### config.mk
export PLATFORM = sky130hd
export DESIGN_NAME = pixel_compositor
export DESIGN_NICKNAME = d
export VERILOG_FILES = /design/src/rtl/pixel_compositor.sv
export SDC_FILE = /design/constraint.sdc
export NUM_CORES = 1
export LEC_CHECK = 0
export CORE_ASPECT_RATIO = 1.2
export CORE_UTILIZATION = 30
export CTS_CLUSTER_SIZE = 30
export DETAILED_ROUTE_END_ITERATION = 8
export SYNTH_ARGS = -nofsm -noshare
export SYNTH_HDL_FRONTEND = slang
export SYNTH_SLANG_ARGS = --single-unit
export TNS_END_PERCENT = 1
### constraint.sdc
create_clock -name Clk -period 3.3 [get_ports Clk]
set_input_delay 0.66 -clock Clk [delete_from_list [all_inputs] [get_ports Clk]]
set_output_delay 0.66 -clock Clk [all_outputs]
set_load 0.02 [all_outputs]
### src/rtl/pixel_compositor.sv
// Three-stage sprite-over-background compositor feeding the palette mapper.
// Define SPRITE_FLIP_EN to build the latched horizontal sprite flip.
module pixel_compositor (
    input  logic        Clk,
    input  logic        Reset_n,
    input  logic        pixel_en,
    input  logic [9:0]  DrawX,
    input  logic [9:0]  DrawY,
    input  logic        blank_n,
    input  logic        vs,
    input  logic [9:0]  spriteX,
    input  logic [9:0]  spriteY,
    input  logic [1:0]  spriteFrame,
    input  logic        facingLeft,
    input  logic [9:0]  bgScrollX,
    output logic [16:0] bg_addr,
    input  logic [5:0]  bg_data,
    output logic [11:0] spr_addr,
    input  logic [5:0]  spr_data,
    output logic [5:0]  colorValue,
    output logic        colorValid
);

    localparam logic [5:0] Transparent = 6'h3F;

    typedef enum logic {StActive, StVsync} state_e;

    state_e      state_q, state_d;
    logic        vs_q;
    logic [9:0]  sh_x_q, sh_x_d;
    logic [9:0]  sh_y_q, sh_y_d;
    logic [1:0]  sh_frame_q, sh_frame_d;
    logic [9:0]  sh_scroll_q, sh_scroll_d;
`ifdef SPRITE_FLIP_EN
    logic        sh_facing_q, sh_facing_d;
`endif

    logic [16:0] bg_addr_q, bg_addr_d;
    logic [11:0] spr_addr_q, spr_addr_d;
    logic        valid0_q, vis0_q, vis0_d, hit0_q, hit0_d;
    logic        valid1_q, vis1_q, hit1_q;
    logic [5:0]  color_value_q, color_value_d;
    logic        color_valid_q;

    logic        vs_fall;
    logic [9:0]  bgx, dx, dy;
    logic [4:0]  dxf;
    logic        hit_c;
    logic        unused_bits;

    assign vs_fall = vs_q & ~vs;

    // Shadows load only on the vs falling edge so a frame is drawn with one set of values.
    always_comb begin
        state_d     = state_q;
        sh_x_d      = sh_x_q;
        sh_y_d      = sh_y_q;
        sh_frame_d  = sh_frame_q;
        sh_scroll_d = sh_scroll_q;
`ifdef SPRITE_FLIP_EN
        sh_facing_d = sh_facing_q;
`endif
        unique case (state_q)
            StActive: begin
                if (vs_fall) begin
                    state_d     = StVsync;
                    sh_x_d      = spriteX;
                    sh_y_d      = spriteY;
                    sh_frame_d  = spriteFrame;
                    sh_scroll_d = bgScrollX;
`ifdef SPRITE_FLIP_EN
                    sh_facing_d = facingLeft;
`endif
                end
            end
            StVsync: begin
                if (vs) state_d = StActive;
            end
            default: state_d = StActive;
        endcase
    end

    // S0: address generation and sprite hit test against the shadowed frame values.
    always_comb begin
        bgx   = DrawX + sh_scroll_q;
        dx    = DrawX - sh_x_q;
        dy    = DrawY - sh_y_q;
        hit_c = (dx < 10'd32) && (dy < 10'd32);
`ifdef SPRITE_FLIP_EN
        dxf   = sh_facing_q ? (5'd31 - dx[4:0]) : dx[4:0];
`else
        dxf   = dx[4:0];
`endif
        bg_addr_d  = bg_addr_q;
        spr_addr_d = spr_addr_q;
        vis0_d     = vis0_q;
        hit0_d     = hit0_q;
        if (pixel_en) begin
            bg_addr_d  = {DrawY[8:1], bgx[9:1]};
            spr_addr_d = {sh_frame_q, dy[4:0], dxf};
            vis0_d     = blank_n;
            hit0_d     = hit_c;
        end
    end

`ifdef SPRITE_FLIP_EN
    assign unused_bits = bgx[0];
`else
    assign unused_bits = bgx[0] ^ facingLeft;
`endif

    // S2: ROM data for the pixel in S1 is valid now.
    always_comb begin
        color_value_d = color_value_q;
        if (valid1_q) begin
            if (!vis1_q) begin
                color_value_d = 6'h00;
            end else if (hit1_q && (spr_data != Transparent)) begin
                color_value_d = spr_data;
            end else begin
                color_value_d = bg_data;
            end
        end
    end

    always_ff @(posedge Clk or negedge Reset_n) begin
        if (!Reset_n) begin
            state_q       <= StActive;
            vs_q          <= 1'b1;
            sh_x_q        <= '0;
            sh_y_q        <= '0;
            sh_frame_q    <= '0;
            sh_scroll_q   <= '0;
`ifdef SPRITE_FLIP_EN
            sh_facing_q   <= 1'b0;
`endif
            bg_addr_q     <= '0;
            spr_addr_q    <= '0;
            valid0_q      <= 1'b0;
            vis0_q        <= 1'b0;
            hit0_q        <= 1'b0;
            valid1_q      <= 1'b0;
            vis1_q        <= 1'b0;
            hit1_q        <= 1'b0;
            color_value_q <= '0;
            color_valid_q <= 1'b0;
        end else begin
            state_q       <= state_d;
            vs_q          <= vs;
            sh_x_q        <= sh_x_d;
            sh_y_q        <= sh_y_d;
            sh_frame_q    <= sh_frame_d;
            sh_scroll_q   <= sh_scroll_d;
`ifdef SPRITE_FLIP_EN
            sh_facing_q   <= sh_facing_d;
`endif
            bg_addr_q     <= bg_addr_d;
            spr_addr_q    <= spr_addr_d;
            valid0_q      <= pixel_en;
            vis0_q        <= vis0_d;
            hit0_q        <= hit0_d;
            valid1_q      <= valid0_q;
            vis1_q        <= vis0_q;
            hit1_q        <= hit0_q;
            color_value_q <= color_value_d;
            color_valid_q <= valid1_q;
        end
    end

    assign bg_addr    = bg_addr_q;
    assign spr_addr   = spr_addr_q;
    assign colorValue = color_value_q;
    assign colorValid = color_valid_q;

endmodule
# Word level (Yosys, flattened, before mapping)
# Index checks and enable logic that the tools add are counted.
# totals
regBits,76
input_bits,70
word_cells,33
# classes
n_addsub,3
n_lt_le_gt_ge,2
eq_ne,1
muxes,5
n_bitwise,3
n_reduce_logical,3
# ops
operator,count
< comparator 10 x 6 -> 1 bit (second input constant),2
subtractor 10 bit,2
2-to-1 mux 6 bit,2
adder 10 bit,1
inequality test 6 bit (second input constant),1
logical AND 1 bit,2
2-to-1 mux 1 bit,2
inverter 1 bit,2
one-hot mux 1 bit (2 select lines),1
AND reduction 2 bit,1
AND 1 bit,1

# Longest topological paths before layout
# logic_depth
word_depth,4
depth_mapped,10
depth_no_buf,10

# Least setup slack after synthesis
# Ideal clock, no wire load.
# synth_timing
path_kind,in2reg
from,in DrawY[0]
to,reg hit0_q
setup_time_ns,0.101
arrival_time_ns,2.408
slack_ns,0.791
cell_stages,10
path_cell_list,inv_1 ha_1 fa_1 nor2b_1 o31a_1 nor2_1 o211a_1 nor4_2 nand4_1 o32ai_1
# synth_via
elab_chain_cells,3
# synth_lines
element,line,rtl
"start, declared",8,"input logic [9:0] DrawY,"
subtractor 10 bit,87,dy = DrawY - sh_y_q;
< comparator 10 x 6 -> 1 bit,88,hit_c = (dx < 10'd32) && (dy < 10'd32);
logical AND 1 bit,88,
"end signal, assigned",161,hit0_q <= hit0_d;
"end, declared",40,"logic valid0_q, vis0_q, vis0_d, hit0_q, hit0_d;"
# Every way passes these cells.
# A chain may end at the register's enable or synchronous reset.

# Worst setup path in the final report
# layout_timing
from,in DrawX[1]
to,reg bg_addr_q[5] (netlist: bg_addr[5])
# layout_via
elab_chain_cells,1
# layout_lines
element,line,rtl
"start, declared",7,"input logic [9:0] DrawX,"
adder 10 bit,85,bgx = DrawX + sh_scroll_q;
"end signal, assigned",157,bg_addr_q <= bg_addr_d;
"end, declared",38,"logic [16:0] bg_addr_q, bg_addr_d;"
# Every way passes these cells.

==> results.ini <==
[status]
status = finished clean

[final_layout]
mostFrequentLayoutCells = clkdlybuf4s50_1, dfrtp_1, inv_1
fin_util = 0.428
final_common_cell = clkdlybuf4s50_1
area_growth_pct = 39.5
drive_gt1_frac = 0.133
antennaDiodeCount = 0
final_area_um2 = 5670
nets = 592

[global_route]
grt_pass1_vias = 3374
grt_pass1_wl_mm = 16.0
grtUsageTotal = 0.147
antenna_found_initial = 0
grt_max_degree = 77
grt_overflow = 0

[drt]
drtPass1Iterations = 4
wirelength_mm = 9.47
via_per_inst = 4.83
drc_errors = 0
wl_per_cell_um = 14.2
drtIter0Drc = 153
vias = 3217
drtAntennaViolNets = 0

[sta]
period_needed_ns = 2.78
rsz0062_at_grt = false
finClkSkew_ns = 0.00391
finalHoldViolCount = 0
slew_viol_final = 0
tns_ns = 0
slew_headroom = 0.330
setup_slack_ns = 0.516
tightest_slew_ns = 1.01
fmax_mhz = 359
setup-violations-final = 0
period_share = 0.844

[critical_path]
required_ns = 3.52
cp-start-kind = input port
critPathArrivalTime_ns = 3.00
rrSetupSlack_ns = 0.97
cp-end-kind = flip-flop
max_stage_delay_ns = 0.52
cp_top_family = buffers and inverters
worst_r2r_path_depth = 9
rr_endpoint = hit0_q$_DFFE_PN0P_
crit_type = input port to flip-flop
r2r-start = sh_y_q[0]$_DFFE_PN0P_
crit_buf_inv = 2
critPathMaxFanout = 3
crit_chain = clkdlybuf4s50_1, inv_1, fa_1, nor2b_1, o21ai_0, a21boi_0, o21ai_0, nor2b_1, xnor2_1, mux2_2
crit_slowest_cell = clkdlybuf4s50_1
critical_path_depth = 10

[min_path]
hp-start = valid0_q$_DFF_PN0_
min_to = valid1_q$_DFF_PN0_
hold_path.class = flip-flop to flip-flop
min_path_cells = 0

[floorplanning]
die_w_um = 108
num_rows = 46
start_util = 0.307
io_pins = 106
core_area_um2 = 13200
die_area_um2 = 14000
fp.dieH_um = 129

[clocking]
cts_buffers = 9
path_clk_slew_ns = 0.06
postCtsHoldBufs = 0
post_cts_buffers = 0
clkLatencyLatePin_ns = 0.33
cts.sinks = 76
cts_tree = yes
max-clock-path-buffers = 2
root_buffer = clkbuf_16
cts-htree-levels = 3
cts_resized = 0

[power_and_ir_drop]
p_per_area_nw_per_um2 = 631
p_leak_uw = 0.00243
finalPower_uw = 3570
irDropWorstVdd_mv = 0.319

[placed_design]
gp_congestion = 0.788
place_ws_ns = 0.162
io_buffers = 104
hpwlAfterDp_mm = 6.97
dpl_cell_area_um2 = 5320

[synth]
async_flop_share = 1.00
yosysUniqueCellTypes = 49
ys_seq_elements = 76
yosysWarnings = 0
post-synth-top-area-fraction = 0.462
ys_seq_area_frac = 0.469
synthesis.area_um2 = 4060
synth-edff-count = 0
synthTopCellsByArea = dfrtp_1, mux2_2, ha_1
yosys.area.top_type = dfrtp_1
syn-num-nets = 482
synth_top_flop_cell = dfrtp_1
syn_area_per_cell_um2 = 10.6
synth_cells = 383

[flow_run]
maxCapViolCount = 0

[cell usage after synthesis (all sizes together), types with 4 or more instances]
master   instances
mux2            36
nor2b            7
a21o             7
nand2b           7
dfrtp           75
o22ai            4
a21oi            7
inv             37
mux2i            4
nor3             8
a211oi           4
clkbuf           8
o21a             8
xnor2           10
ha              26
nand2           29
o21ai           36
o2111ai          4
nor2            18
[power breakdown]
| group | internal (uW) | total [uW] | leakage (uW) | switching, uW |
|---|---|---|---|---|
| logic | 619 | 1210 | 0.00135 | 589 |
| registers | 1120 | 1210 | 0.000916 | 94.2 |
| clock network | 759 | 1150 | 0.000169 | 394 |
| total | 2500 | 3570 | 0.00243 | 1080 |
[worst max path at each step]
stage             start                      to  slack [ns]
2_1_floorplan  DrawY[0]      hit0_q$_DFFE_PN0P_        0.79
3_3_place_gp   DrawX[1]  bg_addr[8]$_DFFE_PN0P_        0.16
3_5_place_dp   DrawX[1]  bg_addr[8]$_DFFE_PN0P_        0.16
4_1_cts        DrawX[1]  bg_addr[8]$_DFFE_PN0P_        0.51
5_1_grt        DrawX[1]  bg_addr[5]$_DFFE_PN0P_        0.30
6_report       DrawX[1]  bg_addr[5]$_DFFE_PN0P_        0.52
[final cells by class]
type                    instances  area (um2)
clock inverters                 6         111
repair buffers                109        1080
clock buffers                  10         239
well taps                     168         210
flip-flops and latches         76        1900
fillers                      1329        7570
multi-input cells             260        1990
inverters                      37         139
[logic make-up after synthesis]
family | synth area share
AO/OA/AOI/OAI | 0.150
AND/OR/NAND/NOR | 0.105
flip-flops | 0.469
buffers and inverters | 0.0434
multiplexers | 0.110
adder cells (fa/ha/maj) | 0.0949
XOR/XNOR | 0.0280
[state kept, by name (all words and copies together) (netlist names)]
name         flops
state_q          1
bg_addr         17
valid1_q         1
hit1_q           1
vis1_q           1
colorValid       1
vis0_q           1
hit0_q           1
vs_q             1
sh_x_q          10
colorValue       6
sh_y_q          10
spr_addr        12
valid0_q         1
sh_frame_q       2
sh_scroll_q     10
[metal layers]
layer | GRT usage | up-vias | routed length [um]
met5 | 0 | - | 0
met4 | 0.0467 | 0 | 81
met3 | 0.0292 | 6 | 431
met2 | 0.262 | 71 | 4810
met1 | 0.176 | 1554 | 4140
li1 | - | 1586 | -
[through the flow]
| stage | hold slack, ns | cells |
|---|---|---|
| after floorplan | 0.331 | 383 |
| after global placement | 0.331 | 650 |
| after detailed placement | 0.342 | 650 |
| after CTS | 0.357 | 666 |
| after global routing | 0.367 | 666 |
| final | 0.356 | 666 |
(Power assumes the default switching activity.)
